## config.mk

```make
export PLATFORM = sky130hd
export DESIGN_NAME = cic_decimator
export DESIGN_NICKNAME = d
export VERILOG_FILES = /design/src/rtl/cic_pkg.sv /design/src/rtl/cic_comb_stage.sv /design/src/rtl/cic_decimator.sv
export SDC_FILE = /design/constraint.sdc
export NUM_CORES = 1
export LEC_CHECK = 0
export CORE_MARGIN = 4
export CORE_UTILIZATION = 50
export DETAILED_ROUTE_END_ITERATION = 6
export PLACE_DENSITY = 0.73
export SYNTH_ARGS = -nofsm -noshare
export SYNTH_HDL_FRONTEND = slang
export SYNTH_SLANG_ARGS = --single-unit
```

## constraint.sdc

```tcl
create_clock -name clk -period 9.35 [get_ports clk]
set_input_delay 1.87 -clock clk [delete_from_list [all_inputs] [get_ports clk]]
set_output_delay 1.87 -clock clk [all_outputs]
set_load 0.01 [all_outputs]
```

## src/rtl/cic_pkg.sv

```systemverilog
// Shared constants for the sinc^N decimator: width derivation and +/-1 input mapping.
package cic_pkg;

    function automatic int clog2(input int value);
        int r;
        r = 0;
        for (int i = 0; i < 31; i++) begin
            if ((1 << i) < value) begin
                r = i + 1;
            end
        end
        return r;
    endfunction

    // Bit growth is N*log2(R*M) on top of the 2-bit signed input sample.
    function automatic int acc_width(input int order, input int dec_rate, input int diff_delay);
        return 2 + order * clog2(dec_rate * diff_delay);
    endfunction

    localparam logic [1:0] X_POS = 2'b01;
    localparam logic [1:0] X_NEG = 2'b11;

endpackage

```

## src/rtl/cic_comb_stage.sv

```systemverilog
// One comb section: y = x - x[n-M] at the decimated rate; combinational subtract, delay line advances on tick_i.
// No internal latency; no backpressure (advances whenever tick_i is high).
module cic_comb_stage
    import cic_pkg::*;
#(
    parameter int WIDTH = 26,
    parameter int DELAY = 1
) (
    input  logic                    clk,
    input  logic                    rst_n,
    input  logic                    tick_i,
    input  logic signed [WIDTH-1:0] din_i,
    output logic signed [WIDTH-1:0] dout_o
);

    logic signed [WIDTH-1:0] dly_q [DELAY];
    logic signed [WIDTH-1:0] dly_d [DELAY];

    assign dout_o = din_i - dly_q[DELAY-1];

    always_comb begin
        dly_d = dly_q;
        if (tick_i) begin
            dly_d[0] = din_i;
            for (int i = 1; i < DELAY; i++) begin
                dly_d[i] = dly_q[i-1];
            end
        end
    end

    always_ff @(posedge clk or negedge rst_n) begin
        if (!rst_n) begin
            for (int i = 0; i < DELAY; i++) begin
                dly_q[i] <= '0;
            end
        end else begin
            dly_q <= dly_d;
        end
    end

endmodule

```

## src/rtl/cic_decimator.sv

```systemverilog
// Hogenauer sinc^N decimator: 1-bit bitstream in, sign-extended full-precision sample out every R qualified bits.
// Output registered one clock after the internal tick (two edges after the R-th bit); no backpressure.
module cic_decimator
    import cic_pkg::*;
#(
    parameter int ORDER      = 4,
    parameter int DEC_RATE   = 64,
    parameter int DIFF_DELAY = 1,
    parameter int OUT_WIDTH  = 32
) (
    input  logic                 clk,
    input  logic                 rst_n,
    input  logic                 bit_in,
    input  logic                 bit_valid,
    output logic [OUT_WIDTH-1:0] data_out,
    output logic                 out_valid
);

    localparam int ACC_WIDTH = acc_width(ORDER, DEC_RATE, DIFF_DELAY);
    localparam int CNT_W     = clog2(DEC_RATE);

    if (OUT_WIDTH < ACC_WIDTH) begin : g_width_check
        $error("cic_decimator: OUT_WIDTH must be at least ACC_WIDTH");
    end

    logic [1:0]                  x_map;
    logic signed [ACC_WIDTH-1:0] x_ext;
    logic signed [ACC_WIDTH-1:0] int_q [ORDER];
    logic signed [ACC_WIDTH-1:0] int_d [ORDER];
    logic [CNT_W-1:0]            cnt_q, cnt_d;
    logic                        tick_q, tick_d;
    logic signed [ACC_WIDTH-1:0] comb_chain [ORDER+1];
    logic [OUT_WIDTH-1:0]        data_out_q, data_out_d;
    logic                        out_valid_q, out_valid_d;

    assign x_map = bit_in ? X_POS : X_NEG;
    assign x_ext = ACC_WIDTH'($signed(x_map));

    // Every stage reads its predecessor's registered value; wrap-around is relied upon.
    always_comb begin
        int_d = int_q;
        if (bit_valid) begin
            int_d[0] = int_q[0] + x_ext;
            for (int k = 1; k < ORDER; k++) begin
                int_d[k] = int_q[k] + int_q[k-1];
            end
        end
    end

    always_comb begin
        cnt_d  = cnt_q;
        tick_d = 1'b0;
        if (bit_valid) begin
            if (cnt_q == CNT_W'(DEC_RATE - 1)) begin
                cnt_d  = '0;
                tick_d = 1'b1;
            end else begin
                cnt_d = cnt_q + CNT_W'(1);
            end
        end
    end

    assign comb_chain[0] = int_q[ORDER-1];

    for (genvar k = 0; k < ORDER; k++) begin : g_comb
        cic_comb_stage #(
            .WIDTH (ACC_WIDTH),
            .DELAY (DIFF_DELAY)
        ) u_comb (
            .clk    (clk),
            .rst_n  (rst_n),
            .tick_i (tick_q),
            .din_i  (comb_chain[k]),
            .dout_o (comb_chain[k+1])
        );
    end

    always_comb begin
        data_out_d  = data_out_q;
        out_valid_d = tick_q;
        if (tick_q) begin
            data_out_d = OUT_WIDTH'(comb_chain[ORDER]);
        end
    end

    always_ff @(posedge clk or negedge rst_n) begin
        if (!rst_n) begin
            for (int k = 0; k < ORDER; k++) begin
                int_q[k] <= '0;
            end
            cnt_q       <= '0;
            tick_q      <= 1'b0;
            data_out_q  <= '0;
            out_valid_q <= 1'b0;
        end else begin
            int_q       <= int_d;
            cnt_q       <= cnt_d;
            tick_q      <= tick_d;
            data_out_q  <= data_out_d;
            out_valid_q <= out_valid_d;
        end
    end

    assign data_out  = data_out_q;
    assign out_valid = out_valid_q;

endmodule

```

# After elaboration in Yosys (flattened, before gate mapping)
# Index checks and enable logic that the tools add are counted.
# totals
ff_bits,242
input_bits,4
output_inout_bits,33
elab_cells,26
# op_classes
addsub,9
eq_ne,1
muxes,4
# op_table
op,count
$sub 26x26->26,4
$add 26x26->26,3
$add 26x2->26,1
$add 6x1->6 const B,1
$eq 6x6->1 const B,1
$mux 6,1
$mux 1,2
$mux 2,1

# Logic depth before layout (Yosys ltp)
# logic_depth
word_depth,4
depth_mapped,38
ltp_nobuf,38

# Modules after synthesis
# A second synthesis with hierarchy kept.
# hier_totals
cells_unflattened,2191
area_unflattened_um2,19746.4
# modules_own_cells
mod,instances,cells_each,area_each_um2,seq_area_each_um2
cic_decimator,1,1011,10097.2,3453.3
cic_comb_stage,4,295,2412.3,650.6

# Least setup slack after synthesis
# No wires, ideal clock.
# synth_timing
path_type,register -> register
from,reg int_q (netlist bit comb_chain[104])
to,"reg, netlist name data_out[25]"
setup_time_ns,0.104
arrival_time_ns,7.318
required_time_ns,9.246
slack_ns,1.928
path_stages_with_launch,38
synth_period_minus_slack_ns,7.422
path_cell_list,dfrtp_1 > inv_1 > ha_1 > inv_1 > fa_1 > a21o_1 > a21oi_1 > o21bai_1 > a2111oi_2 > o31ai_1 > a21oi_1 > o21bai_1 > xor2_1 > ha_1 > and3_1 > a221o_1 > a21o_1 > a41oi_1 > [... 2 more ...] > a21o_1 > a211oi_1 > o21ai_0 > a31oi_1 > nor2_1 > xor2_1 > ha_1 > clkbuf_1 > nand2_1 > nand2b_1 > a31o_1 > a2111oi_0 > a211oi_1 > o31a_1 > or3_1 > a21oi_1 > o21ai_1 > o311ai_1
# synth_lines
element,line,source
start: declaration,cic_decimator.sv:28,logic signed [ACC_WIDTH-1:0] int_q [ORDER];
start signal: assignment,cic_decimator.sv:96,int_q <= int_d;

==> reports/qor.txt <==
hold buffer count at CTS -> 0
clock skew -> 0.0177 ns
placed cell count -> 2463
Placement Setup Slack -> 1.09 ns
post-route setup TNS -> 0 ns
kind of critical path -> flip-flop to flip-flop
Critical Path Most Common Cell -> ha_1
clock tree buffer depth -> 3
most common cell after layout, fill and taps aside -> dfrtp_1
critical path's slowest cell -> a2111oi_0
first-pass GRT wire length -> 60.9 mm
setup bufs post-CTS -> 0
gr usage total -> 0.175
initial drt markers -> 499
initial antenna violation count -> 0
EDFF count, synth -> 0
critical path startpoint category -> flip-flop
actual slew at the worst max-slew pin -> 0.876 ns
main combinational cell family by area after synthesis -> compound AO/OA/AOI/OAI gates
core footprint -> 35800 um2
Nets -> 2245
Cell Area, Synth -> 18300 um2
CTS buffer count -> 29
CP max FO -> 7
Syn Area/Cell -> 9.10 um2
Max Cap Violations -> 0
die width -> 199 um
Synth Area in Simple Gates -> 0.127
post-synth cell types -> 80
Die ar. -> 39700 um2
# DRC -> 0
Max-slew headroom -> 0.416
most frequent cells in the layout -> dfrtp_1 (241), ha_1 (200), nand2_1 (175)
HPWL Detailed -> 25.6 mm
Async SR Flop Fraction -> 1.00
CP required -> 9.80 ns
vias in the first global route -> 13900
Routed WL -> 34.7 mm
FP Rows -> 69
WL/cell -> 13.9 um
CTS tree -> built
remaining antenna violation count -> 0
Post-Synth Adder-Cell Area -> 0.146
P&R area growth vs syn -> 8.82%
multiplexer area fraction after synthesis -> 0.0665
layout cells sized above 1 -> 0.0833
CTS resizes -> 0
Final period util -> 0.899
port buffer count -> 36
Setup crit end kind -> flip-flop
Post-Synthesis Cells -> 2010
RSZ-0062 raised after global routing -> no
Setup WS post-layout -> 0.946 ns
total placed instance area -> 19100 um2
Setup-failing EPs final -> 0
Hold Path Class -> flip-flop to flip-flop
Max Transition Viols Final -> 0
Final Critical Period -> 8.40 ns
register area share after synthesis -> 0.331
Synth Warn # -> 0
Clk pin slew, worst setup/hold paths -> 0.06 ns
dominant synthesized flop cell -> dfrtp_1
CTS H-tree depth -> 1
post-synthesis compound-gate area fraction -> 0.207
Starting Density -> 0.511
Placer Congestion -> 0.868
via count -> 14000
post-synth net total -> 2222
GRT Residual Overflow -> 0
Post-Synth XOR/XNOR Area -> 0.0785
Avg Vias per Cell -> 5.58
CP bufs+invs -> 2
diodes inserted -> 0
clk_lat worst skew -> 0.56 ns
Finished Layout Cells -> 2503
status -> finished clean
Final Hold Fails -> 0
largest net degree at the start of global routing -> 169
Crit path max-delay family -> compound AO/OA/AOI/OAI gates
Root Driver -> clkbuf_16
Yosys reg bits -> 242
DR pass1 iterations -> 5
Max Freq -> 119 MHz
cell area after layout -> 19900 um2
WP data arrival -> 8.85 ns
Ports -> 37
Vert. Die Dim -> 199 um
max incr delay on CP -> 0.63 ns
Clock Sinks -> 242
flip-flops by register name, indices dropped and copies added, names as in the netlist:
signal / flops
cnt_q: 6
data_out: 26
out_valid: 1
out_valid_d: 1
comb_chain: 26
g_comb.u_comb.dly_q: 104
int_q: 78
final cells by class:
type                       count  area [um2]
fill                        3152       15900
multi-input combinational   1559       11400
sequential                   242        6060
clock buffer                  37         806
inverter                     159         597
tap                          461         577
timing repair buffer          42         420
clock inverter                 3        18.8
cells by family (layout without fill, tap and decap cells):
| logic type | after synthesis | in the layout |
|---|---|---|
| AO/OA/AOI/OAI | 590 | 590 |
| buffers and inverters | 209 | 241 |
| adder cells (fa/ha/maj) | 208 | 208 |
| XOR/XNOR | 164 | 164 |
| flip-flops | 242 | 242 |
| AND/OR/NAND/NOR | 488 | 488 |
| multiplexers | 109 | 109 |
synth_stat cells (all sizes together), types with 6 or more instances:
master	instances	share of area
dfrtp	242	0.33
ha	200	0.14
nand2	175	0.036
inv	158	0.032
o21ai	158	0.043
a21oi	152	0.042
xnor2	113	0.054
nor2	103	0.021
mux2	101	0.062
a21o	85	0.035
xor2	51	0.024
nand3	38	0.010
clkbuf	33	0.0068
and3	26	0.0089
nand2b	25	0.0085
nor3	25	0.0068
nor2b	22	0.0075
o21a	22	0.0090
a211oi	21	0.0089
o21bai	21	0.0086
o31ai	19	0.0081
buf	17	0.0048
nand4	17	0.0058
a31oi	15	0.0055
o211ai	15	0.0064
or3	15	0.0051
a21boi	13	0.0053
or2	11	0.0038
fa	8	0.0088
mux2i	8	0.0044
a31o	7	0.0034
and2	7	0.0024
a2111oi	6	0.0036
a211o	6	0.0029
a41oi	6	0.0029
worst reg2reg max path: cells and delay by family (launching register included):
family	cells	cell delay [ns]
buffers and inverters	2	0.14
AOI/OAI and AO/OA	21	4.72
adders and majority gates	5	1.64
and+or+nand+nor	5	0.87
xor gates and xnor gates	3	0.53
DFF	1	0.40
per-stage QoR:
stage / util / hold WS [ns]
final: 0.556 / 0.482
after global routing: 0.556 / 0.494
after CTS: 0.556 / 0.485
after detailed placement: 0.533 / 0.466
after global placement: 0.533 / 0.463
after floorplan: - / 0.390
worst paths after layout:
check	slack, ns	endpoint	start	cells past startpoint
max	0.95	data_out[25]$_DFFE_PN0P_	comb_chain[104]$_DFFE_PN0P_	36
min	0.48	data_out[24]$_DFFE_PN0P_	data_out[24]$_DFFE_PN0P_	2
max reg2reg	0.95	data_out[25]$_DFFE_PN0P_	comb_chain[104]$_DFFE_PN0P_	36
min reg2reg	0.48	data_out[24]$_DFFE_PN0P_	data_out[24]$_DFFE_PN0P_	2
max in group asynchronous	6.78	out_valid_d$_DFF_PN0_	rst_n	2
min in group asynchronous	1.28	data_out[3]$_DFFE_PN0P_	rst_n	1
layer usage:
layer / global-route usage / part of all wire
met1: 0.220 / 0.47
met2: 0.316 / 0.48
met3: 0.0204 / 0.027
met4: 0.0514 / 0.027
met5: 0 / 0
Power is not shown: default switching activity piles up to over one toggle a cycle in this logic, so the estimate is an artifact.
